File: src/rtl/tx_sr_pkg.sv
// Shared transmit/receive shift-register constants.
// The state type is kept here so both directions agree on word ordering and encoding.
package tx_sr_pkg;

   localparam int BYTES_PER_WORD  = 4;
   localparam int BYTES_PER_BLOCK = 16;
   localparam int WORD_W          = 8 * BYTES_PER_WORD;
   localparam int BLOCK_W         = 8 * BYTES_PER_BLOCK;
   localparam int NUM_WORDS       = BYTES_PER_BLOCK / BYTES_PER_WORD;
   localparam int CNT_W           = $clog2(NUM_WORDS + 1);

   typedef enum logic [0:0] {
      IDLE = 1'b0,
      SEND = 1'b1
   } tx_state_t;

endpackage

File: src/rtl/flexbyte_pts_sr.sv
// Parallel-to-serial byte shift register.
// It emits the most significant output word first and fills the vacated bits with zeros.
module flexbyte_pts_sr #(
   parameter int NUM_BYTES_IN  = 16,
   parameter int NUM_BYTES_OUT = 4
) (
   input  logic                         clk,
   input  logic                         n_rst,
   input  logic                         clear,
   input  logic                         load_enable,
   input  logic                         shift_enable,
   input  logic [8*NUM_BYTES_IN-1:0]    parallel_in,
   output logic [8*NUM_BYTES_OUT-1:0]   serial_out
);

   localparam int IN_W  = 8 * NUM_BYTES_IN;
   localparam int OUT_W = 8 * NUM_BYTES_OUT;

   logic [IN_W-1:0] sr_r;

   // Shift register: clear beats load, and load beats shift, so a reload on the last word wins
   always_ff @(posedge clk or negedge n_rst) begin
      if (!n_rst) begin
         sr_r <= '0;
      end else if (clear) begin
         sr_r <= '0;
      end else if (load_enable) begin
         sr_r <= parallel_in;
      end else if (shift_enable) begin
         sr_r <= {sr_r[IN_W-OUT_W-1:0], {OUT_W{1'b0}}};
      end else begin
         sr_r <= sr_r;
      end
   end

   assign serial_out = sr_r[IN_W-1 -: OUT_W];

endmodule

File: src/rtl/tx_sr.sv
// Transmit shift register: it accepts one 128-bit block and sends it as 32-bit words, most significant word first.
// Both sides use valid/ready handshakes, and a new block can load during the last-word handshake.
module tx_sr
   import tx_sr_pkg::*;
#(
   parameter int NUM_BYTES_OUT = tx_sr_pkg::BYTES_PER_WORD,
   parameter int NUM_BYTES_IN  = tx_sr_pkg::BYTES_PER_BLOCK
) (
   input  logic                        clk,
   input  logic                        n_rst,
   input  logic [8*NUM_BYTES_IN-1:0]   data_in,
   input  logic                        load_en,
   output logic                        load_ready,
   input  logic                        clear,
   output logic [8*NUM_BYTES_OUT-1:0]  data_out,
   output logic                        out_valid,
   input  logic                        out_ready,
   output logic                        tx_done
);

   localparam int NW = NUM_BYTES_IN / NUM_BYTES_OUT;
   localparam int CW = $clog2(NW + 1);
   localparam logic [CW-1:0] CNT_FULL = CW'(NW);
   localparam logic [CW-1:0] CNT_ONE  = CW'(1);
   localparam logic [CW-1:0] CNT_ZERO = CW'(0);

   tx_state_t        state_r;
   tx_state_t        state_nxt_s;
   logic [CW-1:0]    cnt_r;
   logic [CW-1:0]    cnt_nxt_s;
   logic             out_valid_r;
   logic             out_valid_nxt_s;
   logic             tx_done_r;
   logic             tx_done_nxt_s;
   logic             load_ready_s;
   logic             load_hs_s;
   logic             shift_hs_s;
   logic             last_hs_s;

   assign shift_hs_s = (state_r == SEND) && out_ready && !clear;
   assign last_hs_s  = shift_hs_s && (cnt_r == CNT_ONE);

   // State, counter and registered status outputs
   always_ff @(posedge clk or negedge n_rst) begin
      if (!n_rst) begin
         state_r     <= IDLE;
         cnt_r       <= CNT_ZERO;
         out_valid_r <= 1'b0;
         tx_done_r   <= 1'b0;
      end else begin
         state_r     <= state_nxt_s;
         cnt_r       <= cnt_nxt_s;
         out_valid_r <= out_valid_nxt_s;
         tx_done_r   <= tx_done_nxt_s;
      end
   end

   // Next state and counter
   always_comb begin
      state_nxt_s = state_r;
      cnt_nxt_s   = cnt_r;
      if (clear) begin
         state_nxt_s = IDLE;
         cnt_nxt_s   = CNT_ZERO;
      end else begin
         case (state_r)
            IDLE: begin
               if (load_hs_s) begin
                  state_nxt_s = SEND;
                  cnt_nxt_s   = CNT_FULL;
               end else begin
                  state_nxt_s = IDLE;
               end
            end
            SEND: begin
               if (load_hs_s) begin
                  state_nxt_s = SEND;
                  cnt_nxt_s   = CNT_FULL;
               end else if (last_hs_s) begin
                  state_nxt_s = IDLE;
                  cnt_nxt_s   = CNT_ZERO;
               end else if (shift_hs_s) begin
                  cnt_nxt_s   = cnt_r - CNT_ONE;
               end else begin
                  cnt_nxt_s   = cnt_r;
               end
            end
            default: begin
               state_nxt_s = IDLE;
               cnt_nxt_s   = CNT_ZERO;
            end
         endcase
      end
      out_valid_nxt_s = (state_nxt_s == SEND);
   end

   // Handshake outputs: a load is possible when idle or when the last word leaves this cycle
   always_comb begin
      load_ready_s  = 1'b0;
      tx_done_nxt_s = 1'b0;
      if (clear) begin
         load_ready_s  = 1'b0;
         tx_done_nxt_s = 1'b0;
      end else begin
         case (state_r)
            IDLE:    load_ready_s = 1'b1;
            SEND:    load_ready_s = (cnt_r == CNT_ONE) && out_ready;
            default: load_ready_s = 1'b0;
         endcase
         tx_done_nxt_s = last_hs_s;
      end
      load_hs_s = load_en && load_ready_s;
   end

   flexbyte_pts_sr #(
      .NUM_BYTES_IN  (NUM_BYTES_IN),
      .NUM_BYTES_OUT (NUM_BYTES_OUT)
   ) u_pts (
      .clk          (clk),
      .n_rst        (n_rst),
      .clear        (clear),
      .load_enable  (load_hs_s),
      .shift_enable (shift_hs_s),
      .parallel_in  (data_in),
      .serial_out   (data_out)
   );

   assign load_ready = load_ready_s;
   assign out_valid  = out_valid_r;
   assign tx_done    = tx_done_r;

endmodule

File: config.mk
export PLATFORM = sky130hd
export DESIGN_NAME = tx_sr
export DESIGN_NICKNAME = d
export VERILOG_FILES = /design/src/rtl/tx_sr_pkg.sv /design/src/rtl/flexbyte_pts_sr.sv /design/src/rtl/tx_sr.sv
export SDC_FILE = /design/constraint.sdc
export NUM_CORES = 1
export LEC_CHECK = 0
export ABC_AREA = 1
export CORE_MARGIN = 1
export CORE_UTILIZATION = 45
export CTS_CLUSTER_DIAMETER = 100
export DETAILED_ROUTE_END_ITERATION = 10
export MAX_ROUTING_LAYER = met4
export PLACE_DENSITY_LB_ADDON = 0.15
export SLEW_MARGIN = 20
export SYNTH_ARGS = -nofsm -noshare
export SYNTH_HDL_FRONTEND = slang
export SYNTH_SLANG_ARGS = --single-unit
File: constraint.sdc
create_clock -name clk -period 1.8 [get_ports clk]
set_input_delay 0.18 -clock clk [delete_from_list [all_inputs] [get_ports clk]]
set_output_delay 0.18 -clock clk [all_outputs]
set_load 0.01 [all_outputs]
After elaboration in Yosys (flattened, before gate mapping) --
Index checks and enable logic that the tools add are counted.
Storage, ports and cells: memory bits (read-only) 0, memories 0, register bits 133, latch bits 0, input bits 133, RAM bits 0, logic and storage cells 34, output and inout port bits 35
Cells by class: shift-type cells 0, eq/ne operators 3, mux-type cells 17, add/subtract/negate cells 1, bitwise gates (word level) 1, order comparisons 0, multipliers 0, div/mod/pow operators 0, reduce and logical (&&, ||, !) cells 8
Operator list (count):
- two-way mux 128 bit | 3
- two-way mux 3 bit | 5
- two-way mux 1 bit | 6
- case mux 3 bit (2 select lines) | 1
- logical AND 1 bit | 5
- != test 5 x 2 -> 1 bit (second input constant) | 1
- case mux 1 bit (2 select lines) | 2
- == test 3 x 1 -> 1 bit (second input constant) | 1
- != test 3 bit (second input constant) | 1
- nonzero test 3 bit | 1
- subtractor 3 x 1 -> 3 bit (second input constant) | 1
- AND reduction 2 bit | 1
- logical NOT 1 bit | 1
- inverter 1 bit | 1

Depth between registers and ports, before layout --
Gate-level depths: netlist (run 1).
depth in word-level cells 8, depth in mapped cells 10, gate-level depth less buffers 9

Cells and area by module --
A second synthesis (run 1) with hierarchy kept.
Unflattened totals: cell total of the unflattened synthesis 901, area total of the unflattened synthesis 6506.2 um2
By module, submodules not included:
- flexbyte_pts_sr | area an instance 6184.7 um2, cells an instance 855, times used 1, seq. area each 3203.1 um2
- tx_sr | area an instance 321.6 um2, cells an instance 46, times used 1, seq. area each 125.1 um2

Worst setup path after synthesis (run 1) --
Ideal clock, no wire load.
path kind reg-to-reg, from register cnt_r[1], to register u_pts.sr_r[51], path buffers 2, setup time 118 ps, slack 240 ps, cell stages (with the launch flop) 10, data required time 1682 ps, arrival time 1442 ps, clock period less this slack 1560 ps, cell sequence dfrtp_1 -> inv_1 -> ha_1 -> nand3_2 -> nand2_4 -> buf_4 -> clkbuf_1 -> nand4_1 -> nand2_1 -> nand2_1
Between the ends: word-level cells in the longest chain between the ends 7, elaborated cells on any way between the ends 8, classes of those cells 1 x eq/ne; 4 x mux; 3 x reduce/logical
RTL lines:
- from (decl) | RTL line tx_sr.sv:29 | logic [CW-1:0] cnt_r;
- from (signal assigned) | RTL line tx_sr.sv:52 | cnt_r <= cnt_nxt_s;
- == test 3 x 1 -> 1 bit * | RTL line tx_sr.sv:107 | SEND: load_ready_s = (cnt_r == CNT_ONE) && out_ready;
- logical AND 1 bit * | RTL line tx_sr.sv:107
- case mux 1 bit (2 select lines) * | RTL line tx_sr.sv:105 | case (state_r)
- two-way mux 1 bit * | RTL line tx_sr.sv:101 | if (clear) begin
- logical AND 1 bit * | RTL line tx_sr.sv:112 | load_hs_s = load_en && load_ready_s;
- two-way mux 128 bit | RTL line flexbyte_pts_sr.sv:27 | end else if (load_enable) begin
- two-way mux 128 bit | RTL line flexbyte_pts_sr.sv:25 | end else if (clear) begin
- to (signal assigned) | RTL line flexbyte_pts_sr.sv:28 | sr_r <= parallel_in;
- to (signal assigned) | RTL line flexbyte_pts_sr.sv:30 | sr_r <= {sr_r[IN_W-OUT_W-1:0], {OUT_W{1'b0}}};
- to (signal assigned) | RTL line flexbyte_pts_sr.sv:32 | sr_r <= sr_r;
- to (decl) | RTL line flexbyte_pts_sr.sv:19 | logic [IN_W-1:0] sr_r;
Every way passes the cells marked *; elsewhere a longest branch is shown, timed or not. A chain may end at the register's enable or synchronous reset.

Worst setup path after layout (run 1) --
from register cnt_r[0], to register u_pts.sr_r[42]
Same word-level chain as after synthesis.

==> metrics.txt, run 1 <==
# TYPE chip_impl_metric gauge
chip_impl_info{name="critical-path-slowest-cell",value="sky130_fd_sc_hd__dfrtp_1"} 1
chip_impl_metric{name="r2r.worst_path.cells",unit=""} 9
chip_impl_metric{name="post_synth_cell_types",unit=""} 20
chip_impl_metric{name="post_synth.cell_area_avg",unit="µm²"} 7.10
chip_impl_metric{name="die_height",unit="µm"} 131
chip_impl_info{name="ws_path_type",value="flip-flop to flip-flop"} 1
chip_impl_metric{name="crit_required",unit="ns"} 2.15
chip_impl_metric{name="clkSlewWorstSetupHoldPaths",unit="ns"} 0.06
chip_impl_metric{name="detail_route.vias_per_cell",unit=""} 5.08
chip_impl_metric{name="synth-seq-cells",unit=""} 133
chip_impl_metric{name="p_leak",unit="µW"} 0.00540
chip_impl_metric{name="nets",unit=""} 1301
chip_impl_metric{name="critical-path-max-stage-delay",unit="ns"} 0.43
chip_impl_metric{name="synthesized_net_count",unit=""} 1189
chip_impl_metric{name="routed_len_inst",unit="µm"} 15.7
chip_impl_metric{name="final.period_utilization",unit="%"} 96.7
chip_impl_metric{name="firstDrtPassIters",unit=""} 6
chip_impl_metric{name="drc",unit=""} 0
chip_impl_info{name="clockRootBuffer",value="sky130_fd_sc_hd__clkbuf_16"} 1
chip_impl_metric{name="ios",unit=""} 168
chip_impl_metric{name="number_of_antenna_violations_at_the_first_check_in_global_routing",unit=""} 0
chip_impl_metric{name="worst_slack",unit="ns"} 0.0589
chip_impl_info{name="hold_path_class",value="primary input to flip-flop"} 1
chip_impl_metric{name="vdd_drop_max",unit="V"} 0.000674
chip_impl_metric{name="timing_hold_violations_final",unit=""} 0
chip_impl_metric{name="synth-seq-area-share",unit="%"} 44.5
chip_impl_info{name="status",value="finished clean"} 1
chip_impl_metric{name="synthCells",unit=""} 1054
chip_impl_metric{name="finalCoreUtilization",unit="%"} 62.6
chip_impl_metric{name="final_hpwl_dp",unit="mm"} 14.2
chip_impl_metric{name="path_buf_inv",unit=""} 3
chip_impl_metric{name="critical_path_peak_fanout",unit=""} 17
chip_impl_metric{name="global_route.overflow_total",unit=""} 0
chip_impl_metric{name="htree_levels",unit=""} 4
chip_impl_metric{name="drive_above_1_share",unit="%"} 7.06
chip_impl_metric{name="pre_cts_ws",unit="ns"} -0.0801
chip_impl_metric{name="die_area",unit="µm²"} 17200
chip_impl_metric{name="start_util",unit="%"} 46.6
chip_impl_metric{name="drv_slew",unit=""} 0
chip_impl_metric{name="core_outline_area",unit="µm²"} 16100
chip_impl_metric{name="synth_area",unit="µm²"} 7490
chip_impl_metric{name="filler_cell_count",unit=""} 1447
chip_impl_metric{name="use_met2",unit="%"} 43.7
chip_impl_metric{name="timing_worst_slew_pin_value",unit="ns"} 0.434
chip_impl_metric{name="cts_buffer_depth",unit=""} 2
chip_impl_metric{name="via_count_of_the_first_global_routing_pass",unit=""} 6619
chip_impl_metric{name="dp_cells",unit=""} 1350
chip_impl_metric{name="grt_start_max_net_pins",unit=""} 70
chip_impl_metric{name="slew_headroom",unit="%"} 71.1
chip_impl_metric{name="timing.critical_path.depth",unit=""} 9
chip_impl_metric{name="numClockSinks",unit=""} 133
chip_impl_metric{name="yosys_warnings",unit=""} 0
chip_impl_metric{name="power_density",unit="nW/µm²"} 798
chip_impl_metric{name="achievable-frequency",unit="GHz"} 0.574
chip_impl_metric{name="finalSetupViolCount",unit=""} 0
chip_impl_metric{name="cts-buffers-inserted",unit=""} 17
chip_impl_metric{name="totalWireLength",unit="mm"} 21.8
chip_impl_metric{name="maxCapViolCount",unit=""} 0
chip_impl_metric{name="hold_path_depth",unit=""} 3
chip_impl_info{name="critical_path.top_delay_family",value="buffers and inverters"} 1
chip_impl_metric{name="gpl.final_weighted_congestion",unit=""} 0.823
chip_impl_metric{name="route.antenna.remaining_nets",unit=""} 0
chip_impl_info{name="grt_most_used_layer",value="met2"} 1
chip_impl_metric{name="critPathArrivalTime",unit="ns"} 2.09
chip_impl_metric{name="fp-row-count",unit=""} 46
chip_impl_metric{name="met3_usage",unit="%"} 4.19
chip_impl_metric{name="antenna_cells",unit=""} 0
chip_impl_info{name="cp-end-kind",value="flip-flop"} 1
chip_impl_metric{name="clk_latency",unit="ns"} 0.41
chip_impl_info{name="unrepaired_setup_endpoints_after_global_routing",value="false"} 1
chip_impl_metric{name="layout.cells.non_filler",unit=""} 1392
chip_impl_metric{name="grtUsageMet1",unit="%"} 33.2
chip_impl_info{name="cp_cell_sequence",value="ha_4 > nand3_4 > buf_4 > nand2_4 > a21oi_4 > buf_12 > buf_6 > nand3_1 > nand2_1"} 1
chip_impl_metric{name="grt_first_pass_wirelength",unit="mm"} 33.1
chip_impl_metric{name="fin_worst_skew",unit="ns"} 0.00902
chip_impl_metric{name="fp.dieW",unit="µm"} 131
chip_impl_metric{name="grt_usage",unit="%"} 26.1
chip_impl_info{name="clock_tree_from_tritoncts",value="yes"} 1
chip_impl_metric{name="initialDrtViolationCount",unit=""} 539
chip_impl_metric{name="finalCriticalPeriod",unit="ns"} 1.74
chip_impl_info{name="launching_element_type_of_the_critical_path",value="flip-flop"} 1
chip_impl_metric{name="via_count",unit=""} 7071
chip_impl_metric{name="synthToLayoutAreaGrowth",unit="%"} 34.3
chip_impl_metric{name="power.total",unit="µW"} 8020
chip_impl_metric{name="port_buffers",unit=""} 167
what timing repair did:
action	4_1_cts	5_1_grt
resized for setup	6	4
endpoints found under the setup margin	1	110
gates cloned	0	7
pin swaps	2	1
hold endpoints to repair	38	0
buffers inserted	2	4
hold buffers	1	0
synthesized netlist by cell type (all sizes together):
master | count | share of area, %
a21oi | 3 | 0.35
buf | 78 | 6.4
clkbuf | 41 | 2.1
dfrtp | 133 | 44
ha | 2 | 0.33
inv | 106 | 5.3
mux2 | 1 | 0.15
nand2 | 425 | 21
nand3 | 164 | 11
nand4 | 96 | 8.0
nor2 | 4 | 0.30
xnor2 | 1 | 0.12
area by class of cell:
type | instances | area [µm²] | share of cell area (%)
flip-flops and latches | 133 | 3330 | 33.1
multi-input cells | 696 | 3170 | 31.5
repair buffers | 212 | 2380 | 23.7
clock buffers | 24 | 482 | 4.79
inverters | 106 | 400 | 3.98
well taps | 216 | 270 | 2.69
clock inverters | 5 | 27.5 | 0.274
state kept, by name (all words and copies together) (netlist names):
name / cells
u_pts.sr_r: 128
cnt_r: 3
out_valid: 1
tx_done: 1
per-stage QoR:
step | TNS (ns) | hold WS [ns] | area [µm²]
2_1_floorplan | 0 | -0.116 | 7490
3_3_place_gp | -0.0946 | 0.132 | 9300
3_5_place_dp | -0.0801 | 0.131 | 9300
4_1_cts | 0 | 0.146 | 9840
5_1_grt | 0 | 0.179 | 10100
6_report | 0 | 0.164 | 10100
metal layers:
metal / part of all wire (%) / vias to the layer above
li1: - / 3562
met5: 0 / -
met4: 1.1 / 0
met3: 5.3 / 18
met2: 50 / 247
met1: 44 / 3244
layout by cell type, fill, tap and decap left out, types with 4 or more instances in the layout:
master / instances
sky130_fd_sc_hd__dfrtp_1: 133
sky130_fd_sc_hd__clkdlybuf4s50_1: 164
sky130_fd_sc_hd__nand4_1: 96
sky130_fd_sc_hd__buf_4: 17
sky130_fd_sc_hd__clkbuf_1: 4
sky130_fd_sc_hd__nand3_1: 162
sky130_fd_sc_hd__buf_12: 19
sky130_fd_sc_hd__clkinv_2: 4
sky130_fd_sc_hd__clkbuf_16: 22
sky130_fd_sc_hd__inv_1: 103
sky130_fd_sc_hd__nand2_1: 424
cell families after synthesis:
kind of cell	count (synthesis)	synth area share (%)
xor gates and xnor gates	1	0.117
AOI/OAI and AO/OA	3	0.351
buffers and inverters	225	13.8
muxes	1	0.150
DFF	133	44.5
adders and majority gates	2	0.334
and+or+nand+nor	689	40.8
worst paths after layout:
kind | end | from | slack (ns)
max | u_pts.sr_r[42] | cnt_r[0] | 0.06
min | out_valid | load_en | 0.16
max reg2reg | u_pts.sr_r[42] | cnt_r[0] | 0.06
min reg2reg | u_pts.sr_r[27] | u_pts.sr_r[27] | 0.49
max in group asynchronous | u_pts.sr_r[14] | n_rst | 0.91
min in group asynchronous | u_pts.sr_r[120] | n_rst | 0.26
power by group:
| group | total (µW) | internal (µW) | switching [µW] |
|---|---|---|---|
| sequential | 3430 | 3260 | 176 |
| clock | 3050 | 1830 | 1220 |
| combinational | 1540 | 751 | 786 |
| total | 8020 | 5840 | 2180 |
worst min-delay path, delay by kind of cell:
kind                   cells  cell delay [ns]
buffers and inverters      2             0.29
AO/OA/AOI/OAI              1             0.07
No activity file was read; power rests on OpenSTA's default activity.
==> run 2: changes to the inputs <==
--- a/config.mk
+++ b/config.mk
@@ -6,7 +6,6 @@
 export NUM_CORES = 1
 export LEC_CHECK = 0
 export ABC_AREA = 1
-export CORE_MARGIN = 1
 export CORE_UTILIZATION = 45
 export CTS_CLUSTER_DIAMETER = 100
 export DETAILED_ROUTE_END_ITERATION = 10
==> results of run 2 <==
The final DEF is identical to that of run 1; final timing and power are the same.
==> run 3: changes to the inputs <==
--- a/config.mk
+++ b/config.mk
@@ -6,9 +6,11 @@
 export NUM_CORES = 1
 export LEC_CHECK = 0
 export ABC_AREA = 1
+export CORE_MARGIN = 5
 export CORE_UTILIZATION = 45
 export CTS_CLUSTER_DIAMETER = 100
 export DETAILED_ROUTE_END_ITERATION = 10
+export GPL_ROUTABILITY_DRIVEN = 0
 export MAX_ROUTING_LAYER = met4
 export PLACE_DENSITY_LB_ADDON = 0.15
 export SLEW_MARGIN = 20
==> constraint.sdc (replaced) <==
create_clock -name clk -period 1.4 [get_ports clk]
set_input_delay 0.14 -clock clk [delete_from_list [all_inputs] [get_ports clk]]
set_output_delay 0.14 -clock clk [all_outputs]
set_load 0.01 [all_outputs]
==> run 3 against run 2 <==
Against the previous run:
- the run now ends with negative setup slack left
- sequential power is 29% higher
- register-to-register slack worse by 0.34 ns
- setup slack got worse by 0.36 ns
- highest routed layer unchanged
- die area up 13%
- worst hold slack worse by 0.090 ns
- clock-buffer cell count down 5
- sequential cell count stayed put
- final area increased by 8.0%
- final cell count increased by 3.4%
- first-iteration DRC count increased by 30%
- utilization rose by 3.3 points
- clock skew down 0.0031 ns
==> metrics.txt, run 3 (same netlist as run 1, synthesis figures left out) <==
# TYPE chip_impl_metric gauge
chip_impl_metric{name="start_util",unit="%"} 45.5
chip_impl_metric{name="grtUsageMet1",unit="%"} 29.6
chip_impl_metric{name="power_density",unit="nW/µm²"} 1020
chip_impl_metric{name="area_used_by_sequential_logic_in_the_layout",unit="µm²"} 3330
chip_impl_info{name="clockRootBuffer",value="sky130_fd_sc_hd__clkbuf_16"} 1
chip_impl_metric{name="final.period_utilization",unit="%"} 121
chip_impl_metric{name="antenna_cells",unit=""} 0
chip_impl_metric{name="stdcell_area",unit="µm²"} 10900
chip_impl_info{name="violated_checks",value="negative setup slack"} 1
chip_impl_metric{name="clk_latency",unit="ns"} 0.42
chip_impl_metric{name="nets",unit=""} 1344
chip_impl_metric{name="maxCapViolCount",unit=""} 0
chip_impl_metric{name="area_of_the_multi_input_gates",unit="µm²"} 3400
chip_impl_metric{name="drc",unit=""} 0
chip_impl_metric{name="worst_slack",unit="ns"} -0.297
chip_impl_metric{name="placement.cell_area",unit="µm²"} 9630
chip_impl_metric{name="drv_slew",unit=""} 0
chip_impl_metric{name="hold_path_depth",unit=""} 3
chip_impl_metric{name="grt_usage",unit="%"} 23.2
chip_impl_info{name="status",value="finished, violations left"} 1
chip_impl_metric{name="fp-row-count",unit=""} 47
chip_impl_metric{name="numClockSinks",unit=""} 133
chip_impl_metric{name="drive_above_1_share",unit="%"} 14.8
chip_impl_metric{name="global_route.overflow_total",unit=""} 0
chip_impl_info{name="launching_element_type_of_the_critical_path",value="flip-flop"} 1
chip_impl_metric{name="route.antenna.remaining_nets",unit=""} 0
chip_impl_metric{name="critical_path_peak_fanout",unit=""} 2
chip_impl_metric{name="routed_len_inst",unit="µm"} 16.4
chip_impl_metric{name="synthToLayoutAreaGrowth",unit="%"} 45.0
chip_impl_metric{name="vdd_drop_max",unit="V"} 0.000939
chip_impl_metric{name="timing_worst_slew_pin_value",unit="ns"} 0.499
chip_impl_metric{name="htree_levels",unit=""} 4
chip_impl_metric{name="finalCoreUtilization",unit="%"} 65.9
chip_impl_metric{name="use_met2",unit="%"} 36.7
chip_impl_metric{name="crit_required",unit="ns"} 1.26
chip_impl_metric{name="initialDrtViolationCount",unit=""} 699
chip_impl_metric{name="setup.reg_to_reg.worst_slack",unit="ns"} -0.28
chip_impl_metric{name="number_of_antenna_violations_at_the_first_check_in_global_routing",unit=""} 0
chip_impl_metric{name="via_count_of_the_first_global_routing_pass",unit=""} 7006
chip_impl_metric{name="filler_cell_count",unit=""} 1440
chip_impl_info{name="register_ranked_first_by_flip_flop_count",value="u_pts.sr_r"} 1
chip_impl_metric{name="r2r.worst_path.cells",unit=""} 9
chip_impl_metric{name="flip_flop_count_of_the_largest_register_after_layout",unit=""} 128
chip_impl_metric{name="met3_usage",unit="%"} 4.52
chip_impl_info{name="mostFrequentLayoutCell",value="sky130_fd_sc_hd__nand2_1"} 1
chip_impl_metric{name="grt_first_pass_wirelength",unit="mm"} 35.3
chip_impl_metric{name="final_hpwl_dp",unit="mm"} 15.7
chip_impl_metric{name="die_height",unit="µm"} 139
chip_impl_info{name="unrepaired_setup_endpoints_after_global_routing",value="true"} 1
chip_impl_info{name="clock_tree_from_tritoncts",value="yes"} 1
chip_impl_info{name="cp-end-kind",value="primary output"} 1
chip_impl_metric{name="grt_start_max_net_pins",unit=""} 49
chip_impl_info{name="reg_top3",value="u_pts.sr_r x128, cnt_r x3"} 1
chip_impl_info{name="grt_most_used_layer",value="met2"} 1
chip_impl_metric{name="cts-buffers-inserted",unit=""} 17
chip_impl_metric{name="fp.dieW",unit="µm"} 139
chip_impl_metric{name="achievable-frequency",unit="GHz"} 0.589
chip_impl_metric{name="firstDrtPassIters",unit=""} 5
chip_impl_metric{name="detail_route.vias_per_cell",unit=""} 5.20
chip_impl_metric{name="fin_worst_skew",unit="ns"} 0.00593
chip_impl_metric{name="slew_headroom",unit="%"} 66.8
chip_impl_metric{name="totalWireLength",unit="mm"} 23.7
chip_impl_metric{name="clkSlewWorstSetupHoldPaths",unit="ns"} 0.06
chip_impl_metric{name="cts_buffer_depth",unit=""} 2
chip_impl_info{name="ws_path_type",value="flip-flop to primary output"} 1
chip_impl_metric{name="via_count",unit=""} 7491
chip_impl_metric{name="timing_hold_violations_final",unit=""} 0
chip_impl_info{name="hold_path_class",value="primary input to flip-flop"} 1
chip_impl_metric{name="port_buffers",unit=""} 167
chip_impl_metric{name="die_area",unit="µm²"} 19300
chip_impl_info{name="final_cell_mix",value="sky130_fd_sc_hd__nand2_1 (414), sky130_fd_sc_hd__dfrtp_1 (132), sky130_fd_sc_hd__clkdlybuf4s50_1 (130), sky130_fd_sc_hd__nand3_1 (127), sky130_fd_sc_hd__inv_1 (101)"} 1
chip_impl_metric{name="core_outline_area",unit="µm²"} 16500
chip_impl_metric{name="ios",unit=""} 168
chip_impl_info{name="hold_path_end",value="out_valid"} 1
chip_impl_info{name="reg2reg_to",value="u_pts.sr_r[21]"} 1
chip_impl_metric{name="p_leak",unit="µW"} 0.00585
chip_impl_info{name="timing.hold.worst.start",value="load_en"} 1
chip_impl_metric{name="finalCriticalPeriod",unit="ns"} 1.70
chip_impl_metric{name="critPathArrivalTime",unit="ns"} 1.56
chip_impl_info{name="timing.rr.start",value="cnt_r[0]"} 1
chip_impl_metric{name="finalSetupViolCount",unit=""} 132
## run 3: cell types whose count changed in the layout (fill, tap and decap cells not counted), moves of 23 or more
| cell | before | now |
|---|---|---|
| sky130_fd_sc_hd__buf_4 | 17 | 40 |
| sky130_fd_sc_hd__nand3_2 | 0 | 33 |
| sky130_fd_sc_hd__dlygate4sd2_1 | 0 | 33 |
| sky130_fd_sc_hd__clkdlybuf4s50_1 | 164 | 130 |
| sky130_fd_sc_hd__nand3_1 | 162 | 127 |
## run 3: repair_timing
action / 4_1_cts / 5_1_grt
buffers inserted: 5 / 2
hold endpoints to repair: 40 / 0
endpoints found under the setup margin: 166 / 133
gates resized for setup: 54 / 62
hold buffers: 1 / 0
gates cloned: 0 / 13
pin swaps: 3 / 11
## run 3: per-layer routing
layer | vias up | wire, µm
met5 | - | 0
li1 | 3657 | -
met3 | 51 | 1400
met4 | 0 | 737
met1 | 3494 | 9890
met2 | 289 | 11600
## run 3: worst max-delay path, cell delays in order (launching register included)
cell,delay [ns]
sky130_fd_sc_hd__dfrtp_1,0.37
sky130_fd_sc_hd__inv_2,0.08
sky130_fd_sc_hd__ha_4,0.15
sky130_fd_sc_hd__nand3_4,0.08
sky130_fd_sc_hd__a21oi_4,0.19
sky130_fd_sc_hd__buf_12,0.14
sky130_fd_sc_hd__buf_6,0.10
## run 3: power by group
part	internal (µW)	total [µW]	switching (µW)
Sequential	4190	4410	219
Combinational	1090	2210	1130
Clock	2800	4430	1630
Total	8080	11000	2970
## run 3: cell type report
cell class / instances / share of cell area, %
clock inverter: 11 / 1.24
tap: 220 / 2.54
clock buffer: 19 / 4.08
inverter: 106 / 3.72
sequential: 133 / 30.7
multi-input combinational: 696 / 31.3
timing repair buffer: 255 / 26.4
## run 3: through the flow
step | worst slack [ns] | TNS, ns | hold WS [ns] | std cells | power (µW)
finish | -0.297 | -32.87 | 0.0741 | 1440 | 11000
CTS | -0.261 | -27.42 | 0.0440 | 1425 | 10900
detailed placement | -0.350 | -41.48 | 0.114 | 1389 | 6460
global route | -0.364 | -42.63 | 0.0773 | 1440 | 11500
floorplan | -0.00598 | -0.331 | -0.156 | 1054 | 5460
global placement | -0.352 | -39.40 | 0.116 | 1389 | 6420
## run 3: how the worst max path moves through the flow
stage,depth (start not counted),from,end,slack [ns]
6_report,6,cnt_r[1],load_ready,-0.30
5_1_grt,9,cnt_r[0],u_pts.sr_r[46],-0.36
4_1_cts,6,cnt_r[1],load_ready,-0.26
3_5_place_dp,9,clear,u_pts.sr_r[88],-0.35
3_3_place_gp,9,clear,u_pts.sr_r[88],-0.35
2_1_floorplan,8,cnt_r[0],u_pts.sr_r[100],-0.006
